--- src/rtl/nibble_serial_sub8.sv ---
// Serial 8-bit subtractor: computes A - B - bin one 4-bit nibble per cycle.
// The low nibble is computed in LO and the high nibble in HI. Results are published only on completion.
module nibble_serial_sub8 (
  input  logic       clk,
  input  logic       rst,
  input  logic       start,
  input  logic [7:0] A,
  input  logic [7:0] B,
  input  logic       bin,
  output logic       busy,
  output logic       done,
  output logic [7:0] diff,
  output logic       bout,
  output logic       zero,
  output logic       ovf
);

  localparam logic [1:0] IDLE = 2'd0;
  localparam logic [1:0] LO   = 2'd1;
  localparam logic [1:0] HI   = 2'd2;

  logic [1:0] r_state;
  logic [7:0] r_a;
  logic [7:0] r_b;
  logic       r_bin;
  logic [3:0] r_loDiff;
  logic       r_loBorrow;
  logic       r_done;
  logic [7:0] r_diff;
  logic       r_bout;
  logic       r_zero;
  logic       r_ovf;

  logic [4:0] w_loSum;
  logic [4:0] w_hiSum;
  logic [7:0] w_diff;

  // Bit 4 of a 5-bit nibble difference is the borrow out of that nibble.
  assign w_loSum = {1'b0, r_a[3:0]} - {1'b0, r_b[3:0]} - {4'b0000, r_bin};
  assign w_hiSum = {1'b0, r_a[7:4]} - {1'b0, r_b[7:4]} - {4'b0000, r_loBorrow};
  assign w_diff  = {w_hiSum[3:0], r_loDiff};

  always_ff @(posedge clk or posedge rst) begin
    if (rst) begin
      r_state    <= IDLE;
      r_a        <= 8'h00;
      r_b        <= 8'h00;
      r_bin      <= 1'b0;
      r_loDiff   <= 4'h0;
      r_loBorrow <= 1'b0;
      r_done     <= 1'b0;
      r_diff     <= 8'h00;
      r_bout     <= 1'b0;
      r_zero     <= 1'b0;
      r_ovf      <= 1'b0;
    end else begin
      r_done <= 1'b0;
      case (r_state)
        IDLE: begin
          if (start) begin
            r_a     <= A;
            r_b     <= B;
            r_bin   <= bin;
            r_state <= LO;
          end
        end
        LO: begin
          r_loDiff   <= w_loSum[3:0];
          r_loBorrow <= w_loSum[4];
          r_state    <= HI;
        end
        HI: begin
          r_diff  <= w_diff;
          r_bout  <= w_hiSum[4];
          r_zero  <= (w_diff == 8'h00);
          r_ovf   <= (r_a[7] != r_b[7]) && (w_diff[7] != r_a[7]);
          r_done  <= 1'b1;
          r_state <= IDLE;
        end
        default: r_state <= IDLE;
      endcase
    end
  end

  assign busy = (r_state != IDLE);
  assign done = r_done;
  assign diff = r_diff;
  assign bout = r_bout;
  assign zero = r_zero;
  assign ovf  = r_ovf;

endmodule

--- config.mk ---
export PLATFORM = sky130hd
export DESIGN_NAME = nibble_serial_sub8
export DESIGN_NICKNAME = d
export VERILOG_FILES = /design/src/rtl/nibble_serial_sub8.sv
export SDC_FILE = /design/constraint.sdc
export NUM_CORES = 1
export LEC_CHECK = 0
export CORE_ASPECT_RATIO = 0.9
export CORE_MARGIN = 2
export CORE_UTILIZATION = 55
export CTS_CLUSTER_DIAMETER = 150
export CTS_CLUSTER_SIZE = 30
export DETAILED_ROUTE_END_ITERATION = 10
export PLACE_DENSITY = 0.86
export SLEW_MARGIN = 20
export SYNTH_ARGS = -nofsm -noshare
export SYNTH_HDL_FRONTEND = slang
export SYNTH_SLANG_ARGS = --single-unit
--- constraint.sdc ---
create_clock -name clk -period 3.6 [get_ports clk]
set_clock_uncertainty 0.2 [all_clocks]
set_input_delay 0.72 -clock clk [delete_from_list [all_inputs] [get_ports clk]]
set_output_delay 0.72 -clock clk [all_outputs]
set_load 0.02 [all_outputs]
# Yosys cells after proc, flatten, opt, wreduce, memory -nomap -nowiden
# Cells that the tools add are included.
# word_totals
ff_bits,36
input_bits,20
out_inout_bits,13
wordCells,28
# op_classes
add_sub_neg,4
eq_ne,5
muxes,3
reduce_logical,5
# ops
op,n
$sub 4x4->5,2
$sub 5x1->5,2
$logic_not 8->1,1
$pmux 2 s2,1
$eq 2x1->1 const B,1
$eq 2x2->1 const B,1
$logic_not 2->1,1
$mux 2,1
$ne 1x1->1,2
$ne 2x2->1 const B,1
$reduce_and 2->1,1
$reduce_bool 2->1,1
$logic_and 1x1->1,1
$mux 1,1

# Logic depth before layout (Yosys ltp)
# depth
ltp_word,4
ltp_mapped,8
ltp_nobuf,8

# Worst setup path after synthesis
# No wires, ideal clock.
# synth_timing
kind,reg2reg
startpoint,register r_a[0]
endpoint,register r_loBorrow
setup_ps,136
arrival_ps,1760
required_time_ps,3264
setup_slack_ps,1504
stages_incl_launch_ff,7
n_path_buf,0
period_less_slack_ps,2096
path_cell_list,dfrtp_1 -> fa_1 -> fa_1 -> nand2b_1 -> a21oi_1 -> xnor2_1 -> o21ai_0
# synth_via
elab_chain_len,2
# synth_lines
item,line_no,source
"start, declared",23,logic [7:0] r_a;
"start signal, assigned",46,r_a <= 8'h00;
"start signal, assigned",61,r_a <= A;
$sub 4x4->5,39,"assign w_loSum = {1'b0, r_a[3:0]} - {1'b0, r_b[3:0]} - {4'b0000, r_bin};"
$sub 5x1->5,39,
"end signal, assigned",69,r_loBorrow <= w_loSum[4];
"end, declared",27,logic r_loBorrow;
# No other way between the ends.
# A chain may end at the register's enable or synchronous reset.

# Worst setup path in the final report
# layout_timing
startpoint,register r_state[1]
endpoint,output busy
# layout_via
elab_chain_len,1
# layout_lines
item,line_no,source
"start, declared",22,logic [1:0] r_state;
"start signal, assigned",45,r_state <= IDLE;
"start signal, assigned",64,r_state <= LO;
"start signal, assigned",70,r_state <= HI;
$reduce_bool 2->1,85,assign busy = (r_state != IDLE);
"end, declared",10,"output logic busy,"
# No other way between the ends.

==> flow_summary.json <==
{
  "worstSetupPathType": "reg -> out",
  "slowest_delay_ps": 540,
  "setup_viol": 0,
  "hold_buffers": 0,
  "core_area_mm2": 0.00307,
  "antenna_found_initial": 0,
  "dr.pass1.iters": 4,
  "period_share_pct": 69.2,
  "ys_warn_count": 0,
  "crit_path_top_delay_cell": "clkdlybuf4s50_1",
  "synth_area_per_cell_um2": 11.5,
  "avgViaCountPerCell": 4.85,
  "cts_setup_buffers": 0,
  "fmax_mhz": 401,
  "r2r_start": "r_a[4]$_DFFE_PP0P_",
  "cp-start-kind": "register",
  "io_pins": 33,
  "gp_congestion": 0.787,
  "start_util_pct": 57.4,
  "reg2reg_slack_ps": 1400,
  "ys_seq_elements": 36,
  "reg2reg_depth": 6,
  "path_cells": "or2_4 > clkdlybuf4s50_1",
  "final_common_cell": "dfrtp_1",
  "htreeDepth": 2,
  "overflow": 0,
  "route.vias.total": 1120,
  "yosys.area.top_type": "dfrtp_1",
  "die_w_um": 63.7,
  "cts_tree": "built",
  "worstPathMaxFanout": 3,
  "drtAntennaViolNets": 0,
  "antenna_cells": 0,
  "whs_endpoint": "bout$_DFFE_PP0P_",
  "n_fill_cell": 236,
  "syn_nets": 189,
  "drt_iter0_markers": 49,
  "drc": 0,
  "end_kind": "primary output",
  "ir_drop_mv": 0.327,
  "worst_slew_pin_slew_ps": 648,
  "path_delay_family": "buffers and inverters",
  "fp.dieH_um": 57.7,
  "clock_latency_ps": 340,
  "clkSlewWorstSetupHoldPaths_ps": 120,
  "r2r_end": "bout$_DFFE_PP0P_",
  "cts_resized": 0,
  "hold_path_class": "reg -> reg",
  "cts_sinks": 36,
  "first_global_vias": 1118,
  "multi_input_area_um2": 761,
  "area_growth_pct": 23.4,
  "regArea_um2": 901,
  "power.leakage_nw": 0.998,
  "grtUsageTotal_pct": 17.7,
  "cap_violations": 0,
  "die_area_mm2": 0.00367,
  "portBuffers": 32,
  "power_density_mw_per_mm2": 730,
  "mostFrequentLayoutCells": "36 x dfrtp_1, 32 x clkdlybuf4s50_1, 20 x inv_1, 19 x nand2_1, 19 x o21ai_0",
  "ys_top_cells_by_area": "dfrtp_1 51%, mux2_2 8.9%, ha_1 8.5%",
  "holdCritStartpoint": "bout$_DFFE_PP0P_",
  "critPathArrivalTime_ps": 1570,
  "clockBufferDepth": 2,
  "ys_types": 21,
  "hold_depth": 2,
  "wl_mm": 2.73,
  "num-nets-final": 224,
  "synth.top_cell.area_share_pct": 51.1,
  "cp_num_buf_inv": 1,
  "fin_crit_ps": 2490,
  "drive_above_1_share_pct": 14.3,
  "slew_violations": 0,
  "wl_per_cell_um": 11.8,
  "hold_viol": 0,
  "power_w": 0.00159,
  "status": "finished clean",
  "rsz0062_at_grt": "no",
  "worstPathRequired_ps": 2680,
  "fin_setup_tns_ps": 0,
  "grt_max_degree": 37,
  "syn_inst": 153,
  "grt_pass1_wl_mm": 4.93,
  "fp-row-count": 19,
  "holdWs_ps": 294,
  "root_buffer": "clkbuf_4",
  "syn_area_mm2": 0.00176,
  "slew-limit-headroom_pct": 56.8,
  "numCtsBuffers": 5,
  "yosysSeqAreaShare_pct": 51.1,
  "hpwlAfterDp_mm": 2.08
}
## kinds of logic (layout without fill, tap and decap cells)
logic type,after synthesis,in the layout,share of synthesized area [%]
flip-flops,36,36,51.1
AND/OR/NAND/NOR,29,29,9.30
buffers and inverters,25,61,5.68
AO/OA/AOI/OAI,23,23,6.89
adder cells (fa/ha/maj),16,16,13.1
multiplexers,14,14,8.95
XOR/XNOR,10,10,4.97
## state kept, by name, summed over array words and instances, names as in the netlist
name / cells
ovf: 1
zero: 1
r_bin: 1
diff: 8
done: 1
r_b: 8
r_a: 8
r_loBorrow: 1
r_state: 2
r_loDiff: 4
bout: 1
## synthesized netlist by cell type
cell / n
dfrtp_1: 36
clkbuf_1: 2
fa_1: 4
inv_1: 20
nand3b_1: 2
a21oi_1: 2
mux2_2: 14
xnor2_1: 9
nand2_1: 19
nor4_2: 1
buf_2: 2
o21ai_0: 19
buf_4: 1
or2_4: 1
nor2_8: 1
ha_1: 12
xor2_1: 1
o31ai_1: 1
or4_4: 1
nand2b_1: 4
a22o_1: 1
## final cells by class
class	instances	area share, %
Sequential cell	36	41.5
Inverter	20	3.45
Clock inverter	3	0.864
Timing Repair Buffer	33	15.1
Clock buffer	5	1.73
Multi-Input combinational cell	92	35.0
Tap cell	42	2.42
## how the worst max path moves through the flow
stage / start / endpoint / slack [ps] / cells past startpoint
floorplan: r_a[0]$_DFFE_PP0P_ / r_loBorrow$_DFFE_PP0N_ / 1500 / 6
global placement: start / r_a[4]$_DFFE_PP0P_ / 1320 / 4
detailed placement: start / r_a[4]$_DFFE_PP0P_ / 1310 / 4
CTS: r_state[1]$_DFFE_PP0P_ / busy / 1100 / 2
global route: r_state[1]$_DFFE_PP0P_ / busy / 1040 / 2
finish: r_state[1]$_DFFE_PP0P_ / busy / 1110 / 2
## metrics by stage
step / utilization [%] / std cells / instance area, µm² / setup WS, ps
finish: 70.9 / 231 / 2170 / 1110
global route: 70.9 / 231 / 2170 / 1040
CTS: 70.9 / 231 / 2170 / 1100
detailed placement: 69.0 / 223 / 2120 / 1310
global placement: 69.0 / 223 / 2120 / 1320
floorplan: - / 153 / 1760 / 1500
## tightest hold or removal path, stage by stage (launching register included)
cell and delay [ps]:
dfrtp_1 360, nand2_1 50, o21ai_0 60
## power by group
| part | total (W) | switching [W] | internal [W] |
|---|---|---|---|
| Sequential | 0.000616 | 0.0000790 | 0.000537 |
| Clock | 0.000207 | 0.000132 | 0.0000749 |
| Combinational | 0.000763 | 0.000373 | 0.000391 |
| Total | 0.00159 | 0.000584 | 0.00100 |
## routing by layer
| metal | up-vias | global-route usage, % | routed length [µm] |
|---|---|---|---|
| li1 | 564 | - | - |
| met1 | 524 | 22.7 | 1280 |
| met2 | 27 | 29.0 | 1280 |
| met3 | 5 | 5.83 | 123 |
| met4 | 0 | 5.59 | 42 |
| met5 | - | 0 | 0 |
(Power assumes the default switching activity.)
==> patch, RTL diff (config.mk and constraints unchanged) <==
Add an input register stage for `start`, `A`, `B` and `bin`, cleared by the reset; this delays them by one clock. Comments in the files are not updated.
--- a/src/rtl/nibble_serial_sub8.sv
+++ b/src/rtl/nibble_serial_sub8.sv
@@ -20,2 +20,21 @@
   localparam logic [1:0] HI   = 2'd2;
+
+  logic start_q;
+  logic [7:0] A_q;
+  logic [7:0] B_q;
+  logic bin_q;
+
+  always_ff @(posedge clk or posedge rst) begin
+    if (rst) begin
+      start_q <= '0;
+      A_q     <= '0;
+      B_q     <= '0;
+      bin_q   <= '0;
+    end else begin
+      start_q <= start;
+      A_q     <= A;
+      B_q     <= B;
+      bin_q   <= bin;
+    end
+  end
 
@@ -59,6 +78,6 @@
         IDLE: begin
-          if (start) begin
-            r_a     <= A;
-            r_b     <= B;
-            r_bin   <= bin;
+          if (start_q) begin
+            r_a     <= A_q;
+            r_b     <= B_q;
+            r_bin   <= bin_q;
             r_state <= LO;
Behaviour: not the same (Yosys sat finds a counterexample within 4 cycles, from zero or initial values and one cycle with rst high).
==> patch against the unedited design <==
- synthesized cell count increased by 12%
- highest routed layer unchanged
- power increased by 21%
- setup slack about the same
- worst hold slack got worse by 0.037 ns
- design area increased by 22%
- sequential power increased by 35%
- synthesized area increased by 26%
- via count increased by 12%
- critical endpoint is now zero
- largest cell class unchanged
- routed wire length increased by 15%
- sequential cell count increased by 18
- non-clock buffer count decreased by 1
==> patch: results <==
metrics = {
    "run_status": {
        "outcome": "complete, no violations",
    },
    "placement": {
        "hpwl_um": 2282,
        "port_buffers": 32,
        "gp_congestion": 0.7486,
    },
    "drt": {
        "first_pass_iters": 4,
        "drt-vias-per-instance": 5.012,
        "wl_per_cell_um": 12.57,
        "first_iter_violations": 48,
    },
    "critical_path": {
        "worstPathArrival_ns": 2.53,
        "critPathLaunch": "r_a[4]",
        "crit_path_max_fanout": 2,
    },
    "finish": {
        "fillerInstances": 270,
        "diodes": 0,
        "drive_above_1_share": 0.1220,
        "nets": 241,
    },
    "synth": {
        "ys_top_cells_by_count": "dfrtp_1 (54), inv_1 (20), nand2_1 (19), o21ai_0 (19), mux2_2 (14)",
        "synth_most_common_cell": "dfrtp_1",
        "ys_async_sr_fraction": 1.000,
        "synth.distinct_cells": 21,
        "yosys_warnings": 0,
        "syn_nets": 207,
        "synth_top_cells_by_area": "dfrtp_1 (61%), mux2_2 (7.1%), ha_1 (6.8%), o21ai_0 (4.3%), fa_1 (3.6%)",
        "ys_seq_area_frac": 0.6109,
    },
    "worst_hold_path": {
        "hold_class": "flop to flop",
        "hp-start": "A_q[2]",
    },
    "clocking": {
        "cts_setup_buffers": 0,
        "path_clk_slew_ns": 0.09,
        "clk_latency_ns": 0.30,
        "cts-resized-gates": 0,
        "htreeDepth": 2,
        "root_buffer": "clkbuf_8",
        "numCtsBuffers": 5,
        "clockBufferDepth": 2,
    },
    "power_and_ir_drop": {
        "p_leak_nw": 1.204,
        "vdd_drop_max_v": 0.0003595,
    },
    "global_route": {
        "first_global_vias": 1306,
        "track_usage": 0.1620,
        "grt_pass1_wl_um": 5664,
        "grt_max_degree": 55,
        "antenna_found_initial": 0,
    },
    "timing": {
        "tightest_slew_ns": 0.8709,
    },
}
patch: cell types whose count changed after synthesis, sizes merged:
cell,unedited run,this run
dfrtp,36,54
patch: routing by layer:
metal | routed length [um] | GRT usage | vias up
met3 | 154 | 0.04732 | 5
met4 | 36 | 0.05896 | 0
met1 | 1403 | 0.1932 | 608
met2 | 1559 | 0.2792 | 32
li1 | - | - | 613
met5 | 0 | 0 | -
patch: path summary, 6_finish.rpt:
kind	endpoint	slack, ns	cells after the start
min	r_a[2]	0.26	2
min in group asynchronous	diff[0]	0.69	2
max reg2reg	zero	1.11	5
max	zero	1.11	5
max in group asynchronous	r_bin	1.99	2
min reg2reg	r_a[2]	0.26	2
patch: power breakdown:
part	switching, mW	internal [mW]	total [mW]
clock	0.180	0.134	0.314
combinational	0.382	0.391	0.773
sequential	0.0855	0.748	0.833
total	0.647	1.27	1.92
patch: logic make-up after synthesis:
| kind of cell | synth area share |
|---|---|
| AO/OA/AOI/OAI | 0.05487 |
| XOR/XNOR | 0.03960 |
| adder cells (fa/ha/maj) | 0.1041 |
| buffers and inverters | 0.04525 |
| flip-flops | 0.6109 |
| multiplexers | 0.07127 |
| AND/OR/NAND/NOR | 0.07409 |
patch: worst max-delay path, cell delays in order, from the launching register on:
cell     delay [ns]
dfrtp_1        0.41
fa_1           0.49
fa_1           0.49
or4_4          0.49
nor4_2         0.21
a22o_1         0.16
patch: area by class of cell:
class,count,area share
Clock buffer,6,0.02742
Clock inverter,1,0.002837
Inverter,20,0.02884
Multi-Input combinational cell,92,0.2875
Sequential cell,54,0.5106
Tap cell,46,0.02175
Timing Repair Buffer,32,0.1210
patch: metrics by stage:
step | setup WS (ns) | instance area [sq um] | power (mW) | cells
after floorplan | 1.199 | 2212 | 1.376 | 171
after global placement | 1.166 | 2565 | 1.578 | 244
final | 1.109 | 2646 | 1.921 | 251
after detailed placement | 1.124 | 2565 | 1.622 | 244
after global routing | 0.9701 | 2646 | 2.069 | 251
after CTS | 1.100 | 2645 | 1.938 | 251
